==> src/rtl/pipe_share_arbiter.sv <==
// rtl/pipe_share_arbiter.sv - round-robin sharing of one fixed-latency stallable pipeline
module pipe_share_arbiter #(
    parameter int NREQ  = 4,
    parameter int WIDTH = 32,
    parameter int LAT   = 3,
    parameter int IDW   = $clog2(NREQ),
    parameter int CNTW  = $clog2(LAT + 1)
) (
    input  logic                        clk,
    input  logic                        rst,
    input  logic [NREQ-1:0]             req_valid,
    input  logic [NREQ-1:0][WIDTH-1:0]  req_data,
    output logic [NREQ-1:0]             req_ready,
    output logic [WIDTH-1:0]            pipe_in,
    output logic                        pipe_stall,
    input  logic [WIDTH-1:0]            pipe_out,
    output logic                        rsp_valid,
    output logic [IDW-1:0]              rsp_id,
    output logic [WIDTH-1:0]            rsp_data,
    input  logic                        rsp_ready,
    input  logic                        flush,
    output logic                        idle,
    output logic [CNTW-1:0]             occupancy
);

    typedef enum logic [1:0] {ST_RUN, ST_DRAIN, ST_IDLE} state_t;

    state_t                   state_q, state_d;
    logic                     idle_q, idle_d;
    logic [LAT-1:0]           sv_q, sv_d;
    logic [LAT-1:0][IDW-1:0]  sid_q, sid_d;
    logic [IDW-1:0]           ptr_q, ptr_d;
    logic [CNTW-1:0]          occ_q, occ_d;
    logic [IDW-1:0]           winner;
    logic                     grant_en, issue, rsp_fire;

    assign rsp_valid  = sv_q[LAT-1];
    assign rsp_id     = sid_q[LAT-1];
    assign rsp_data   = pipe_out;
    assign pipe_stall = rsp_valid & ~rsp_ready;
    assign idle       = idle_q;
    assign occupancy  = occ_q;

    // Grants are held off while reset is asserted, since reset is asynchronous.
    assign grant_en = rst & (state_q == ST_RUN) & ~flush & ~pipe_stall;
    assign issue    = grant_en & (|req_valid);
    assign rsp_fire = rsp_valid & rsp_ready;

    always_comb begin : p_winner
        int idx;
        winner = '0;
        for (int k = NREQ - 1; k >= 0; k--) begin
            idx = int'(ptr_q) + k;
            if (idx >= NREQ) idx = idx - NREQ;
            if (req_valid[idx]) winner = IDW'(idx);
        end
    end

    always_comb begin
        req_ready = '0;
        pipe_in   = '0;
        if (issue) begin
            req_ready[winner] = 1'b1;
            pipe_in           = req_data[winner];
        end
    end

    always_comb begin
        ptr_d = ptr_q;
        if (issue) ptr_d = (winner == IDW'(NREQ - 1)) ? '0 : winner + IDW'(1);
    end

    always_comb begin
        sv_d  = sv_q;
        sid_d = sid_q;
        if (!pipe_stall) begin
            sv_d[0]  = issue;
            sid_d[0] = winner;
            for (int k = 1; k < LAT; k++) begin
                sv_d[k]  = sv_q[k-1];
                sid_d[k] = sid_q[k-1];
            end
        end
    end

    always_comb begin
        occ_d = occ_q;
        case ({issue, rsp_fire})
            2'b10:   occ_d = occ_q + CNTW'(1);
            2'b01:   occ_d = occ_q - CNTW'(1);
            default: occ_d = occ_q;
        endcase
    end

    always_comb begin
        state_d = state_q;
        case (state_q)
            ST_RUN:   if (flush) state_d = ST_DRAIN;
            ST_DRAIN: if (occ_q == '0) state_d = ST_IDLE;
            ST_IDLE:  if (!flush) state_d = ST_RUN;
            default:  state_d = ST_RUN;
        endcase
        idle_d = (state_d == ST_IDLE);
    end

    always_ff @(posedge clk or negedge rst) begin
        if (!rst) begin
            state_q <= ST_RUN;
            idle_q  <= 1'b0;
            sv_q    <= '0;
            sid_q   <= '0;
            ptr_q   <= '0;
            occ_q   <= '0;
        end else begin
            state_q <= state_d;
            idle_q  <= idle_d;
            sv_q    <= sv_d;
            sid_q   <= sid_d;
            ptr_q   <= ptr_d;
            occ_q   <= occ_d;
        end
    end

endmodule

==> config.mk <==
export PLATFORM = sky130hd
export DESIGN_NAME = pipe_share_arbiter
export DESIGN_NICKNAME = d
export VERILOG_FILES = /design/src/rtl/pipe_share_arbiter.sv
export SDC_FILE = /design/constraint.sdc
export NUM_CORES = 1
export LEC_CHECK = 0
export BUFFER_PORTS_ARGS = -buffer_cell sky130_fd_sc_hd__buf_2
export CAP_MARGIN = 40
export CELL_PAD_IN_SITES_DETAIL_PLACEMENT = 1
export CELL_PAD_IN_SITES_GLOBAL_PLACEMENT = 1
export CORE_AREA = 4 4 125 79
export CTS_CLUSTER_SIZE = 30
export DETAILED_ROUTE_END_ITERATION = 7
export DIE_AREA = 0 0 129 83
export PLACE_DENSITY_LB_ADDON = 0.1
export SYNTH_ARGS = -nofsm -noshare
export SYNTH_HDL_FRONTEND = slang
export SYNTH_SLANG_ARGS = --single-unit
==> constraint.sdc <==
create_clock -name clk -period 2.6 [get_ports clk]
set_input_delay 0.26 -clock clk [delete_from_list [all_inputs] [get_ports clk]]
set_output_delay 0.26 -clock clk [all_outputs]
set_load 0.005 [all_outputs]
==> flow_summary.html, run 1 <==
<table>
<tr><th>Metric</th><th>Value</th></tr>
<tr><th colspan="2">CTS</th></tr>
<tr><td>Cts bufs inserted</td><td>3</td></tr>
<tr><td>Latest clock arrival within the worst-skew pair</td><td>0.24 ns</td></tr>
<tr><td>Max Buffers Root-to-Sink</td><td>2</td></tr>
<tr><td>CTS H-Tree Depth</td><td>1</td></tr>
<tr><td>Clock net sink count</td><td>16</td></tr>
<tr><td>Clk pin slew, worst setup/hold paths</td><td>0.05 ns</td></tr>
<tr><td>Clock root buffer</td><td>sky130_fd_sc_hd__clkbuf_16</td></tr>
<tr><td>CTS tree</td><td>built</td></tr>
<tr><td>Resized cells post-CTS</td><td>0</td></tr>
<tr><th colspan="2">Die</th></tr>
<tr><td>Core ar.</td><td>about 0.0089 mm^2</td></tr>
<tr><td>Initial Util</td><td>between 20 and 25%</td></tr>
<tr><td>DIE WIDTH</td><td>129 um</td></tr>
<tr><td>I/O pin count</td><td>between 200 and 250</td></tr>
<tr><td>Count of standard-cell rows</td><td>27</td></tr>
<tr><td>Height of the chip</td><td>83 um</td></tr>
<tr><td>Die Footprint</td><td>roughly 0.011 mm^2</td></tr>
<tr><th colspan="2">Timing</th></tr>
<tr><td>Portion of the clock cycle consumed by the worst path in the final layout</td><td>90.40%</td></tr>
<tr><td>Maximum operating frequency</td><td>425.5 MHz</td></tr>
<tr><td>Pin slew with the least headroom to its limit</td><td>roughly 0.47 ns</td></tr>
<tr><td>Final hold vios</td><td>0</td></tr>
<tr><td>Summed negative setup slack over all endpoints</td><td>0 ns</td></tr>
<tr><td>Headroom to the max-slew limit</td><td>68.36%</td></tr>
<tr><td>Endpoints failing setup</td><td>0</td></tr>
<tr><td>Worst hold slack across all endpoints</td><td>0.3196 ns</td></tr>
<tr><td>Worst clock skew</td><td>0.0008374 ns</td></tr>
<tr><td>Total count of max-transition violations in the final report</td><td>0</td></tr>
<tr><td>Final Critical Period</td><td>2.350 ns</td></tr>
<tr><td>RSZ-0062 raised after global routing</td><td>false</td></tr>
<tr><th colspan="2">Min path</th></tr>
<tr><td>Hold/Removal Path Class</td><td>input port to register</td></tr>
<tr><td>Hold Startpoint</td><td>flush</td></tr>
<tr><th colspan="2">Yosys</th></tr>
<tr><td>Post-synthesis instance area</td><td>0.001986 mm^2</td></tr>
<tr><td>Sequential fraction of the synthesis area</td><td>20.16%</td></tr>
<tr><td>Synth Net Count</td><td>389</td></tr>
<tr><td>Top cells by area in the synthesized netlist</td><td>sky130_fd_sc_hd__mux2i_1, sky130_fd_sc_hd__dfrtp_1, sky130_fd_sc_hd__buf_4</td></tr>
<tr><td>Most used standard cell by instance count after synthesis</td><td>sky130_fd_sc_hd__mux2i_1</td></tr>
<tr><td>Share of flip-flops with an asynchronous set or reset after synthesis</td><td>100.0%</td></tr>
<tr><td>Most common flop cell mapped by yosys</td><td>sky130_fd_sc_hd__dfrtp_1</td></tr>
<tr><td>Synthesized instance count</td><td>216</td></tr>
<tr><td>Number of different library cells in the post-synthesis netlist</td><td>33</td></tr>
<tr><td>Top cell type by total area after synthesis</td><td>sky130_fd_sc_hd__mux2i_1</td></tr>
<tr><td>Yosys warns</td><td>0</td></tr>
<tr><td>Proportion of netlist area held by the largest area contributor</td><td>32.26%</td></tr>
<tr><td>Register bit count reported by yosys</td><td>16</td></tr>
<tr><td>Count of flip-flops with a built-in enable after synthesis</td><td>0</td></tr>
<tr><td>Syn_area_per_cell</td><td>9.193 um^2</td></tr>
<tr><td>Commonest cells in the netlist</td><td>sky130_fd_sc_hd__mux2i_1, sky130_fd_sc_hd__buf_4, sky130_fd_sc_hd__o22ai_1</td></tr>
<tr><th colspan="2">Pwr</th></tr>
<tr><td>Leak</td><td>~1.8 nW</td></tr>
<tr><td>Maximum vdd ir drop</td><td>~0.25 mV</td></tr>
<tr><td>Power Total</td><td>0.001931 W</td></tr>
<tr><td>Pwr/cell area</td><td>between 600 and 700 mW/mm^2</td></tr>
<tr><th colspan="2">Worst setup path</th></tr>
<tr><td>Critical-path maximum fanout</td><td>20</td></tr>
<tr><td>Critical path endpoint category</td><td>primary output</td></tr>
<tr><td>Data required time at the worst endpoint</td><td>2.34 ns</td></tr>
<tr><td>Start-to-end type of the worst setup path</td><td>input port to primary output</td></tr>
<tr><td>Nature of the critical path startpoint</td><td>input port</td></tr>
<tr><td>WP data arrival</td><td>approximately 2.1 ns</td></tr>
<tr><td>Launch point of the worst reg-to-reg path</td><td>ptr_q[0]$_DFFE_PN0P_</td></tr>
<tr><td>Launch point of the critical path</td><td>rst</td></tr>
<tr><th colspan="2">Routing</th></tr>
<tr><td>DRC violation total after the first TritonRoute iteration</td><td>33</td></tr>
<tr><td>DRC violation count after routing</td><td>0</td></tr>
<tr><td>Wire length reported by the detailed router</td><td>approximately 7.5 mm</td></tr>
<tr><td>Mean number of vias per cell</td><td>4.526</td></tr>
<tr><td>Via count</td><td>2150</td></tr>
<tr><td>Wirelength per Cell</td><td>15.89 um</td></tr>
<tr><td>Pre-antenna DRT Iters</td><td>3</td></tr>
<tr><td>Remaining number of nets flagged by the antenna check after routing</td><td>0</td></tr>
<tr><th colspan="2">Run status</th></tr>
<tr><td>Result of the run</td><td>completed</td></tr>
<tr><th colspan="2">Global route</th></tr>
<tr><td>Met2 Usage GRT</td><td>roughly 22%</td></tr>
<tr><td>Met3 usage</td><td>3.213%</td></tr>
<tr><td>Overall fraction of global-route tracks in use</td><td>12.68%</td></tr>
<tr><td>Via count of the first global-routing pass</td><td>2201</td></tr>
<tr><td>Initial antenna violation count</td><td>0</td></tr>
<tr><td>Most used routing layer</td><td>met2</td></tr>
<tr><td>Remaining global-route overflow</td><td>0</td></tr>
<tr><td>Global-route wire length before repair</td><td>11.24 mm</td></tr>
<tr><td>Largest net degree at the start of global routing</td><td>39</td></tr>
<tr><td>Met1 Use GR</td><td>15.89%</td></tr>
<tr><th colspan="2">Final layout</th></tr>
<tr><td>Count of filler cells inserted in the layout</td><td>1091</td></tr>
<tr><td>Finished layout cell area</td><td>0.002890 mm^2</td></tr>
<tr><td>Number of nets in the layout</td><td>534</td></tr>
<tr><td>Share of layout cells above drive strength 1</td><td>between 50 and 60%</td></tr>
<tr><td>P&amp;R area growth vs syn</td><td>45.56%</td></tr>
<tr><td>Sequential standard cell area</td><td>400.4 um^2</td></tr>
<tr><td>Area occupied by multi-input gates</td><td>0.001232 mm^2</td></tr>
<tr><td>Number of diodes</td><td>0</td></tr>
<tr><th colspan="2">Placed design</th></tr>
<tr><td>Total cell area at the placement stage</td><td>0.002805 mm^2</td></tr>
<tr><td>Post-detail-place hpwl</td><td>6.517 mm</td></tr>
<tr><td>Routability-driven placement congestion ratio</td><td>0.8067</td></tr>
<tr><td>Number of input and output port buffers inserted</td><td>178</td></tr>
<tr><th colspan="2">Flow run</th></tr>
<tr><td>Number of maximum-capacitance constraint violations</td><td>0</td></tr>
</table>
[cell type report]
type	count	share of cell area, %
clock buffer	3	2.597
timing repair buffer	188	35.24
tap	116	5.022
inverter	5	0.6494
sequential	16	13.85
multi-input combinational	147	42.64
[power by group]
group,internal (W),switching (W)
Sequential,0.000357,0.0000801
Combinational,0.000631,0.000571
Clock,0.000202,0.0000907
[registers in the layout, summed over array words and instances, names as in the netlist]
register and count:
sid_q 4, sv_q 3, occupancy 2, ptr_q 2, rsp_id 2, state_q 2
idle 1
[per-layer routing]
metal | vias to the layer above | share of wire [%]
met5 | - | 0
met4 | 0 | 0.86
met3 | 12 | 9.4
met2 | 109 | 48
met1 | 979 | 42
li1 | 1050 | -
[critical path, cell delays in order]
cell and delay (ns):
sky130_fd_sc_hd__dlygate4sd3_1 0.52, sky130_fd_sc_hd__buf_2 0.12, sky130_fd_sc_hd__nand3b_1 0.09, sky130_fd_sc_hd__nor3_2 0.26, sky130_fd_sc_hd__nand2b_1 0.28, sky130_fd_sc_hd__buf_12 0.25
sky130_fd_sc_hd__o22ai_1 0.16, sky130_fd_sc_hd__buf_2 0.15
[worst paths after layout]
kind	depth (start not counted)	slack [ns]	endpoint
worst max-delay path	8	0.25	pipe_in[1]
worst min-delay path	3	0.32	state_q[1]$_DFF_PN0_
worst max register to register	6	0.72	ptr_q[1]$_DFFE_PN0P_
worst min register to register	1	0.46	sv_q[2]$_DFFE_PN0N_
max in group asynchronous	3	1.89	idle$_DFF_PN0_
min in group asynchronous	3	0.53	state_q[1]$_DFF_PN0_
[cells by family after synthesis]
| family | share of synthesized area (%) |
|---|---|
| muxes | 35.66 |
| buffers and inverters | 18.15 |
| AOI/OAI and AO/OA | 14.37 |
| and+or+nand+nor | 7.184 |
| DFF | 20.16 |
| adders and majority gates | 3.151 |
| xor gates and xnor gates | 1.323 |
[what timing repair did]
item | 4_1_cts | 5_1_grt
setup endpoints to repair | 0 | 0
endpoints found under the hold margin | 16 | 0
hold buffers | 1 | 0
buffers inserted | 0 | 0
[per-stage QoR]
step	setup slack (ns)	util [%]	std cells
after detailed placement	0.4729	31.69	471
final	0.2497	32.65	475
after global routing	0.009764	32.65	475
after CTS	0.1910	32.65	475
after floorplan	0.8241	-	216
after global placement	0.4960	31.69	471
[cells in the final DEF, fill, tap and decap left out, types with 2 or more instances in the layout]
cell,netlist,final
sky130_fd_sc_hd__and2_1,5,5
sky130_fd_sc_hd__buf_12,0,4
sky130_fd_sc_hd__buf_2,6,178
sky130_fd_sc_hd__buf_4,35,5
sky130_fd_sc_hd__clkbuf_16,0,3
sky130_fd_sc_hd__dfrtp_1,16,16
sky130_fd_sc_hd__ha_1,5,5
sky130_fd_sc_hd__inv_1,3,3
sky130_fd_sc_hd__inv_2,2,2
sky130_fd_sc_hd__mux2_1,3,3
sky130_fd_sc_hd__mux2_2,3,3
sky130_fd_sc_hd__mux2i_1,64,64
sky130_fd_sc_hd__nand2_1,6,6
sky130_fd_sc_hd__nand3b_1,2,2
sky130_fd_sc_hd__nor2_1,4,4
sky130_fd_sc_hd__nor2b_1,3,3
sky130_fd_sc_hd__o21ai_0,3,3
sky130_fd_sc_hd__o22ai_1,32,32
sky130_fd_sc_hd__xnor2_1,2,2
Note: power is estimated with default switching activity, not from simulation.
==> run 2, diff against run 1 <==
--- a/config.mk
+++ b/config.mk
@@ -5,14 +5,15 @@
 export SDC_FILE = /design/constraint.sdc
 export NUM_CORES = 1
 export LEC_CHECK = 0
+export ABC_AREA = 1
 export BUFFER_PORTS_ARGS = -buffer_cell sky130_fd_sc_hd__buf_2
 export CAP_MARGIN = 40
 export CELL_PAD_IN_SITES_DETAIL_PLACEMENT = 1
 export CELL_PAD_IN_SITES_GLOBAL_PLACEMENT = 1
-export CORE_AREA = 4 4 125 79
+export CORE_AREA = 4 4 142 89
 export CTS_CLUSTER_SIZE = 30
 export DETAILED_ROUTE_END_ITERATION = 7
-export DIE_AREA = 0 0 129 83
+export DIE_AREA = 0 0 146 93
 export PLACE_DENSITY_LB_ADDON = 0.1
 export SYNTH_ARGS = -nofsm -noshare
 export SYNTH_HDL_FRONTEND = slang
==> flow_summary.html, run 2 <==
<table>
<tr><th>Metric</th><th>Value</th></tr>
<tr><th colspan="2">Run status</th></tr>
<tr><td>Result of the run</td><td>completed</td></tr>
<tr><th colspan="2">Pwr</th></tr>
<tr><td>Part of the power in the clock network</td><td>7.6%</td></tr>
<tr><td>Internal portion of total power</td><td>0.001944 W</td></tr>
<tr><td>Power Total</td><td>roughly 0.0044 W</td></tr>
<tr><td>Maximum vdd ir drop</td><td>0.7440 mV</td></tr>
<tr><td>Pwr/cell area</td><td>1172 mW/mm^2</td></tr>
<tr><td>Leak</td><td>2.368 nW</td></tr>
<tr><td>Proportion of power drawn by combinational gates</td><td>between 80% and 90%</td></tr>
<tr><td>Switching power as a share of total power</td><td>around 56%</td></tr>
<tr><td>Power share of the sequential group</td><td>10.6%</td></tr>
<tr><td>Net Switching</td><td>between 0.002 and 0.0025 W</td></tr>
<tr><th colspan="2">Routing</th></tr>
<tr><td>Wirelength per Cell</td><td>14.92 um</td></tr>
<tr><td>Via count</td><td>3610</td></tr>
<tr><td>Mean number of vias per cell</td><td>4.622</td></tr>
<tr><td>DRC violation count after routing</td><td>0</td></tr>
<tr><td>Wire length reported by the detailed router</td><td>11.65 mm</td></tr>
<tr><td>DRC violation total after the first TritonRoute iteration</td><td>116</td></tr>
<tr><td>Remaining number of nets flagged by the antenna check after routing</td><td>0</td></tr>
<tr><td>Pre-antenna DRT Iters</td><td>4</td></tr>
<tr><th colspan="2">Worst setup path</th></tr>
<tr><td>Slowest cell delay on critical path</td><td>0.48 ns</td></tr>
<tr><td>Start-to-end type of the worst setup path</td><td>register to primary output</td></tr>
<tr><td>WP data arrival</td><td>around 2.2 ns</td></tr>
<tr><td>Data required time at the worst endpoint</td><td>2.34 ns</td></tr>
<tr><td>Critical path endpoint category</td><td>primary output</td></tr>
<tr><td>Number of cell instances on the worst register-to-register path</td><td>8</td></tr>
<tr><td>Cells traversed along the worst timing path</td><td>inv_6 &gt; nand2_2 &gt; nand3_1 &gt; nand2_1 &gt; inv_2 &gt; nand3_2 &gt; nand2_2 &gt; buf_12 &gt; ha_1 &gt; inv_1 &gt; nor2_1 &gt; buf_2</td></tr>
<tr><td>Critical-path maximum fanout</td><td>51</td></tr>
<tr><td>Nature of the critical path startpoint</td><td>register</td></tr>
<tr><td>Cell type of the slowest stage on the worst timing path</td><td>sky130_fd_sc_hd__dfrtp_2</td></tr>
<tr><td>Cell type with the highest occurrence count on the critical path</td><td>sky130_fd_sc_hd__nand2_2</td></tr>
<tr><th colspan="2">Yosys</th></tr>
<tr><td>Proportion of netlist area held by the largest area contributor</td><td>18.46%</td></tr>
<tr><td>Synth Net Count</td><td>680</td></tr>
<tr><td>Synthesized instance count</td><td>507</td></tr>
<tr><td>Commonest cells in the netlist</td><td>sky130_fd_sc_hd__inv_1, sky130_fd_sc_hd__nand3_1, sky130_fd_sc_hd__nand2_1</td></tr>
<tr><td>Count of flip-flops with a built-in enable after synthesis</td><td>0</td></tr>
<tr><td>Yosys warns</td><td>0</td></tr>
<tr><td>Register bit count reported by yosys</td><td>16</td></tr>
<tr><td>Sequential fraction of the synthesis area</td><td>approximately 14%</td></tr>
<tr><td>Number of different library cells in the post-synthesis netlist</td><td>23</td></tr>
<tr><td>Syn_area_per_cell</td><td>5.723 um^2</td></tr>
<tr><td>Post-synthesis instance area</td><td>0.002902 mm^2</td></tr>
<tr><td>Top cells by area in the synthesized netlist</td><td>sky130_fd_sc_hd__nand3_1, sky130_fd_sc_hd__inv_1, sky130_fd_sc_hd__dfrtp_1</td></tr>
<tr><td>Most common flop cell mapped by yosys</td><td>sky130_fd_sc_hd__dfrtp_1</td></tr>
<tr><td>Top cell type by total area after synthesis</td><td>sky130_fd_sc_hd__nand3_1</td></tr>
<tr><td>Share of flip-flops with an asynchronous set or reset after synthesis</td><td>100.0%</td></tr>
<tr><td>Most used standard cell by instance count after synthesis</td><td>sky130_fd_sc_hd__inv_1</td></tr>
<tr><th colspan="2">CTS</th></tr>
<tr><td>Clk pin slew, worst setup/hold paths</td><td>roughly 0.050 ns</td></tr>
<tr><td>CTS H-Tree Depth</td><td>1</td></tr>
<tr><td>Post-CTS Setup Bufs</td><td>0</td></tr>
<tr><td>Clock net sink count</td><td>16</td></tr>
<tr><td>Clock root buffer</td><td>sky130_fd_sc_hd__clkbuf_16</td></tr>
<tr><td>Latest clock arrival within the worst-skew pair</td><td>0.25 ns</td></tr>
<tr><td>CTS tree</td><td>built</td></tr>
<tr><td>Cts bufs inserted</td><td>3</td></tr>
<tr><td>Max Buffers Root-to-Sink</td><td>2</td></tr>
<tr><th colspan="2">Final layout</th></tr>
<tr><td>Commonest cells after routing, fill and taps aside</td><td>sky130_fd_sc_hd__buf_2, sky130_fd_sc_hd__inv_1, sky130_fd_sc_hd__nand3_1, sky130_fd_sc_hd__nand2_1</td></tr>
<tr><td>P&amp;R area growth vs syn</td><td>29.67%</td></tr>
<tr><td>Number of nets in the layout</td><td>811</td></tr>
<tr><td>Number of flip-flops in the largest register</td><td>4</td></tr>
<tr><td>Top flop regs</td><td>sid_q x4, sv_q x3</td></tr>
<tr><td>Share of the core filled with cells</td><td>about 34%</td></tr>
<tr><td>Leading cell type in the layout, fill and taps excluded</td><td>sky130_fd_sc_hd__buf_2</td></tr>
<tr><td>Number of diodes</td><td>0</td></tr>
<tr><td>Reg with most FFs</td><td>sid_q</td></tr>
<tr><td>Share of layout cells above drive strength 1</td><td>33.91%</td></tr>
<tr><th colspan="2">Timing</th></tr>
<tr><td>Worst clock skew</td><td>about 0.0011 ns</td></tr>
<tr><td>Total count of max-transition violations in the final report</td><td>0</td></tr>
<tr><td>Maximum operating frequency</td><td>a little over 400 MHz</td></tr>
<tr><td>RSZ-0062 raised after global routing</td><td>true</td></tr>
<tr><td>Final hold vios</td><td>0</td></tr>
<tr><td>Slack of the critical path</td><td>0.1754 ns</td></tr>
<tr><td>Portion of the clock cycle consumed by the worst path in the final layout</td><td>93.26%</td></tr>
<tr><td>Endpoints failing setup</td><td>0</td></tr>
<tr><td>Final Critical Period</td><td>2.425 ns</td></tr>
<tr><td>Headroom to the max-slew limit</td><td>slightly above 80%</td></tr>
<tr><td>Pin slew with the least headroom to its limit</td><td>0.2830 ns</td></tr>
<tr><th colspan="2">Placed design</th></tr>
<tr><td>Routability-driven placement congestion ratio</td><td>about 0.85</td></tr>
<tr><td>Post-detail-place hpwl</td><td>9.343 mm</td></tr>
<tr><td>Place WS</td><td>about 0.31 ns</td></tr>
<tr><td>Number of input and output port buffers inserted</td><td>around 180</td></tr>
<tr><th colspan="2">Flow run</th></tr>
<tr><td>Number of maximum-capacitance constraint violations</td><td>0</td></tr>
<tr><th colspan="2">Global route</th></tr>
<tr><td>Met2 Usage GRT</td><td>between 20% and 30%</td></tr>
<tr><td>Initial antenna violation count</td><td>0</td></tr>
<tr><td>Via count of the first global-routing pass</td><td>3755</td></tr>
<tr><td>Met3 usage</td><td>3.680%</td></tr>
<tr><td>Global-route wire length before repair</td><td>18.42 mm</td></tr>
<tr><td>Remaining global-route overflow</td><td>0</td></tr>
<tr><td>Overall fraction of global-route tracks in use</td><td>16.04%</td></tr>
<tr><td>Most used routing layer</td><td>met2</td></tr>
<tr><td>Met1 Use GR</td><td>21.16%</td></tr>
<tr><td>Largest net degree at the start of global routing</td><td>between 50 and 60</td></tr>
<tr><th colspan="2">Min path</th></tr>
<tr><td>Number of stages on the worst hold path</td><td>3</td></tr>
<tr><td>Hold/Removal Path Class</td><td>input port to register</td></tr>
<tr><th colspan="2">Die</th></tr>
<tr><td>Height of the chip</td><td>between 90 and 100 um</td></tr>
<tr><td>I/O pin count</td><td>about 240</td></tr>
<tr><td>Count of standard-cell rows</td><td>30</td></tr>
<tr><td>Die Footprint</td><td>0.01358 mm^2</td></tr>
<tr><td>Core ar.</td><td>roughly 0.011 mm^2</td></tr>
<tr><td>DIE WIDTH</td><td>146 um</td></tr>
<tr><td>Initial Util</td><td>25.85%</td></tr>
</table>
## run 2: changes by cell type after synthesis, sizes merged, moves of 3 or more
cell	change
buf	+17
mux2i	-64
nand3	+110
inv	+111
o21ai	+5
nand3b	+30
nor2	+3
nor2b	-3
o22ai	-34
and2	-4
mux2	-6
nand2	+98
a21oi	+32
## run 2: critical path, delay by kind of cell, from the launching register on
family                   cells  cell delay, ns
AND/OR/NAND/NOR              6            0.64
buffers and inverters        5            0.57
flip-flops                   1            0.48
adder cells (fa/ha/maj)      1            0.19
## run 2: routing by layer
layer	routed length [um]	up-vias	share of wire [%]
met1	5411	1662	46
met5	0	-	0
li1	-	1795	-
met2	5324	137	46
met4	125	0	1.1
met3	789	16	6.8
## run 2: stage by stage
stage | instances | cell area, um^2 | hold WS, ns | setup TNS, ns
2_1_floorplan | 507 | 2902 | -0.03559 | 0
6_report | 781 | 3762 | 0.3002 | 0
3_3_place_gp | 776 | 3635 | 0.2648 | 0
3_5_place_dp | 776 | 3635 | 0.2606 | 0
5_1_grt | 781 | 3762 | 0.3095 | -0.02502
4_1_cts | 781 | 3734 | 0.2783 | 0
## run 2: power groups by stage
stage          registers [W]  clock network (W)  logic (W)
6_report            0.000468           0.000335    0.00360
3_3_place_gp        0.000458                  0    0.00354
3_5_place_dp        0.000466                  0    0.00361
5_1_grt             0.000483           0.000361    0.00409
4_1_cts             0.000463           0.000343    0.00363
2_1_floorplan       0.000431                  0    0.00276
## run 2: layout make-up
type	count	area (um^2)
clock buffer	4	88.84
multi-input combinational	308	1597
tap	144	180.2
timing repair buffer	193	1055
inverter	116	440.4
fill	1548	7461
sequential	16	401.6
## run 2: final timing paths
path	from	to	slack (ns)
max in group asynchronous	rst	ptr_q[0]$_DFFE_PN0P_	1.87
hold / removal	flush	state_q[0]$_DFF_PN0_	0.30
min in group asynchronous	rst	sid_q[3]$_DFFE_PN0N_	0.53
setup / recovery	ptr_q[0]$_DFFE_PN0P_	req_ready[1]	0.18
hold reg to reg	sv_q[1]$_DFFE_PN0N_	sv_q[2]$_DFFE_PN0N_	0.46
setup reg to reg	state_q[0]$_DFF_PN0_	occupancy[1]$_DFFE_PN0P_	0.52
## run 2: repair_timing
item | in CTS | in global routing
resized for setup | 0 | 8
setup endpoints to repair | 0 | 36
hold buffers | 1 | 0
endpoints found under the hold margin | 16 | 0
## run 2: cells by family (layout without fill, tap and decap cells)
| kind of cell | after synthesis | in the layout | synth area share (%) |
|---|---|---|---|
| compound gates | 45 | 45 | 8.064 |
| xor+xnor | 2 | 2 | 0.6038 |
| fa+ha+maj | 5 | 5 | 2.156 |
| buf+inv | 183 | 313 | 31.91 |
| flops | 16 | 16 | 13.80 |
| simple gates | 256 | 256 | 43.47 |
==> run 3, diff against run 2 <==
==> constraint.sdc (replaced) <==
create_clock -name clk -period 2.6 [get_ports clk]
set_input_delay 0.39 -clock clk [delete_from_list [all_inputs] [get_ports clk]]
set_output_delay 0.39 -clock clk [all_outputs]
set_load 0.005 [all_outputs]
==> flow_summary.html, run 3 (synthesis gave the netlist of run 2 again) <==
<table>
<tr><th>Metric</th><th>Value</th></tr>
<tr><th colspan="2">Routing</th></tr>
<tr><td>DRC violation total after the first TritonRoute iteration</td><td>73</td></tr>
<tr><td>Wire length reported by the detailed router</td><td>13.37 mm</td></tr>
<tr><td>Via count</td><td>3751</td></tr>
<tr><td>Pre-antenna DRT Iters</td><td>4</td></tr>
<tr><td>Mean number of vias per cell</td><td>4.706</td></tr>
<tr><td>Remaining number of nets flagged by the antenna check after routing</td><td>0</td></tr>
<tr><td>DRC violation count after routing</td><td>0</td></tr>
<tr><td>Wirelength per Cell</td><td>about 17 um</td></tr>
<tr><th colspan="2">Worst setup path</th></tr>
<tr><td>Nature of the critical path startpoint</td><td>register</td></tr>
<tr><td>Cells traversed along the worst timing path</td><td>clkinv_4 &gt; nand2_4 &gt; nand3_2 &gt; nand2_2 &gt; nand3_4 &gt; nand3_4 &gt; nand2_8 &gt; buf_12 &gt; clkbuf_16 &gt; nand2_1 &gt; nand3_1 &gt; a21oi_1 &gt; buf_2</td></tr>
<tr><td>Cell type with the highest occurrence count on the critical path</td><td>sky130_fd_sc_hd__nand3_4</td></tr>
<tr><td>Family with the most delay on the worst path</td><td>simple AND/OR/NAND/NOR gates</td></tr>
<tr><td>Cell type of the slowest stage on the worst timing path</td><td>sky130_fd_sc_hd__dfrtp_2</td></tr>
<tr><td>WP data arrival</td><td>2.21 ns</td></tr>
<tr><td>Critical path endpoint category</td><td>primary output</td></tr>
<tr><td>Start-to-end type of the worst setup path</td><td>register to primary output</td></tr>
<tr><td>Critical-path maximum fanout</td><td>8</td></tr>
<tr><td>Slowest cell delay on critical path</td><td>0.46 ns</td></tr>
<tr><td>Data required time at the worst endpoint</td><td>2.21 ns</td></tr>
<tr><td>Number of cell instances on the worst register-to-register path</td><td>9</td></tr>
<tr><td>Buffering stage count on the worst path with inverters included</td><td>4</td></tr>
<tr><td>Critical Path Stages</td><td>13</td></tr>
<tr><th colspan="2">Die</th></tr>
<tr><td>Count of standard-cell rows</td><td>30</td></tr>
<tr><td>I/O pin count</td><td>243</td></tr>
<tr><td>Core ar.</td><td>0.01122 mm^2</td></tr>
<tr><td>Die Footprint</td><td>0.01358 mm^2</td></tr>
<tr><td>Initial Util</td><td>25.85%</td></tr>
<tr><td>DIE WIDTH</td><td>approximately 150 um</td></tr>
<tr><td>Height of the chip</td><td>roughly 93 um</td></tr>
<tr><th colspan="2">Run status</th></tr>
<tr><td>Failing checks</td><td>setup timing</td></tr>
<tr><td>Result of the run</td><td>complete, but fails checks</td></tr>
<tr><th colspan="2">CTS</th></tr>
<tr><td>Cts bufs inserted</td><td>3</td></tr>
<tr><td>CTS tree</td><td>built</td></tr>
<tr><td>Latest clock arrival within the worst-skew pair</td><td>about 0.25 ns</td></tr>
<tr><td>CTS H-Tree Depth</td><td>1</td></tr>
<tr><td>Clock net sink count</td><td>16</td></tr>
<tr><td>Clock root buffer</td><td>sky130_fd_sc_hd__clkbuf_16</td></tr>
<tr><td>Clk pin slew, worst setup/hold paths</td><td>~0.05 ns</td></tr>
<tr><td>Max Buffers Root-to-Sink</td><td>2</td></tr>
<tr><th colspan="2">Final layout</th></tr>
<tr><td>P&amp;R area growth vs syn</td><td>45.45%</td></tr>
<tr><td>Count of filler cells inserted in the layout</td><td>1536</td></tr>
<tr><td>Leading cell type in the layout, fill and taps excluded</td><td>sky130_fd_sc_hd__buf_2</td></tr>
<tr><td>Share of layout cells above drive strength 1</td><td>approximately two fifths</td></tr>
<tr><td>Number of nets in the layout</td><td>826</td></tr>
<tr><td>Top flop regs</td><td>sid_q x4, sv_q x3</td></tr>
<tr><td>Finished layout cell area</td><td>0.004220 mm^2</td></tr>
<tr><td>Number of flip-flops in the largest register</td><td>4</td></tr>
<tr><td>Fin cells</td><td>797</td></tr>
<tr><td>Commonest cells after routing, fill and taps aside</td><td>sky130_fd_sc_hd__buf_2, sky130_fd_sc_hd__inv_1, sky130_fd_sc_hd__nand3_1, sky130_fd_sc_hd__nand2_1, sky130_fd_sc_hd__nand3b_1</td></tr>
<tr><td>Reg with most FFs</td><td>sid_q</td></tr>
<tr><th colspan="2">Timing</th></tr>
<tr><td>Worst clock skew</td><td>0.003469 ns</td></tr>
<tr><td>Total count of max-transition violations in the final report</td><td>0</td></tr>
<tr><td>RSZ-0062 raised after global routing</td><td>true</td></tr>
<tr><td>Summed negative setup slack over all endpoints</td><td>-0.004534 ns</td></tr>
<tr><td>Final Critical Period</td><td>2.605 ns</td></tr>
<tr><td>Portion of the clock cycle consumed by the worst path in the final layout</td><td>100.2%</td></tr>
<tr><td>Slack of the critical path</td><td>-0.004534 ns</td></tr>
<tr><td>Endpoints failing setup</td><td>1</td></tr>
<tr><td>Maximum operating frequency</td><td>383.9 MHz</td></tr>
<tr><td>Pin slew with the least headroom to its limit</td><td>0.5597 ns</td></tr>
<tr><td>Headroom to the max-slew limit</td><td>roughly 63%</td></tr>
<tr><td>Final hold vios</td><td>0</td></tr>
<tr><th colspan="2">Global route</th></tr>
<tr><td>Remaining global-route overflow</td><td>0</td></tr>
<tr><td>Global-route wire length before repair</td><td>19.33 mm</td></tr>
<tr><td>Overall fraction of global-route tracks in use</td><td>16.91%</td></tr>
<tr><td>Initial antenna violation count</td><td>0</td></tr>
<tr><td>Via count of the first global-routing pass</td><td>3867</td></tr>
<tr><td>Largest net degree at the start of global routing</td><td>41</td></tr>
<tr><th colspan="2">Placed design</th></tr>
<tr><td>Post-detail-place hpwl</td><td>9.554 mm</td></tr>
<tr><td>Number of input and output port buffers inserted</td><td>around 180</td></tr>
<tr><td>Place WS</td><td>0.03096 ns</td></tr>
<tr><td>Routability-driven placement congestion ratio</td><td>0.8393</td></tr>
<tr><td>Post-Place Cells</td><td>776</td></tr>
<tr><td>Total cell area at the placement stage</td><td>approximately 0.0036 mm^2</td></tr>
<tr><th colspan="2">Pwr</th></tr>
<tr><td>Pwr/cell area</td><td>1359 mW/mm^2</td></tr>
<tr><td>Maximum vdd ir drop</td><td>0.5044 mV</td></tr>
<tr><td>Leak</td><td>between 2 and 3 nW</td></tr>
<tr><th colspan="2">Flow run</th></tr>
<tr><td>Number of maximum-capacitance constraint violations</td><td>0</td></tr>
<tr><th colspan="2">Min path</th></tr>
<tr><td>Hold/Removal Path Class</td><td>input port to asynchronous set/reset pin</td></tr>
</table>
run 3: changes by cell type in the layout (fill, tap and decap cells not counted), sizes merged:
cell / change
diode: +1
clkinv: +1
dlygate4sd3: -1
inv: -1
buf: +12
clkbuf: +4
run 3: per-layer routing:
metal	vias to the layer above	wire [um]	share of wire, %	global-route usage, %
met2	133	6424	48	29.30
met5	-	0	0	0
met4	0	93	0.70	2.660
met1	1778	5964	45	21.88
met3	14	889	6.6	4.165
li1	1826	-	-	-
run 3: worst paths after layout:
kind	startpoint	to	slack [ns]
max	ptr_q[0]$_DFFE_PN0P_	pipe_in[13]	-0.005
min	rst	sid_q[0]$_DFFE_PN0N_	0.12
max reg2reg	state_q[0]$_DFF_PN0_	occupancy[1]$_DFFE_PN0P_	0.39
min reg2reg	sv_q[1]$_DFFE_PN0N_	sv_q[2]$_DFFE_PN0N_	0.46
max in group asynchronous	rst	ptr_q[1]$_DFFE_PN0P_	2.28
min in group clk	flush	state_q[0]$_DFF_PN0_	0.41
run 3: per-stage QoR:
step | total power [W] | hold slack [ns] | utilization, %
after floorplan | 0.003188 | 0.09441 | -
after global placement | 0.003944 | 0.3943 | 32.16
after detailed placement | 0.004055 | 0.3907 | 32.16
after CTS | 0.004550 | 0.1288 | 33.39
after global routing | 0.006300 | 0.1431 | 37.58
final | 0.005737 | 0.1229 | 37.60
run 3: repair_timing:
item	in CTS	in global routing
resized for setup	11	66
hold buffers	0	0
cloned	0	5
pin swaps	0	16
buffers inserted	1	10
endpoints found under the setup margin	34	36
run 3: final cells by class:
type                            count  area (um^2)  area share [%]
Multi-Input combinational cell    308         1787           42.34
Timing Repair Buffer              208         1314           31.13
Inverter                          116        445.4           10.55
Sequential cell                    16        402.9           9.546
Tap cell                          144        180.2           4.269
Clock buffer                        4        88.84           2.105
Antenna cell                        1        2.502         0.05929
run 3: power by group:
part           total (W)  internal, W  switching (W)  leakage, nW
logic            0.00493      0.00212        0.00280         2.30
clock network   0.000333     0.000234      0.0000996       0.0442
registers       0.000478     0.000366       0.000111        0.197
total            0.00574      0.00272        0.00301         2.54
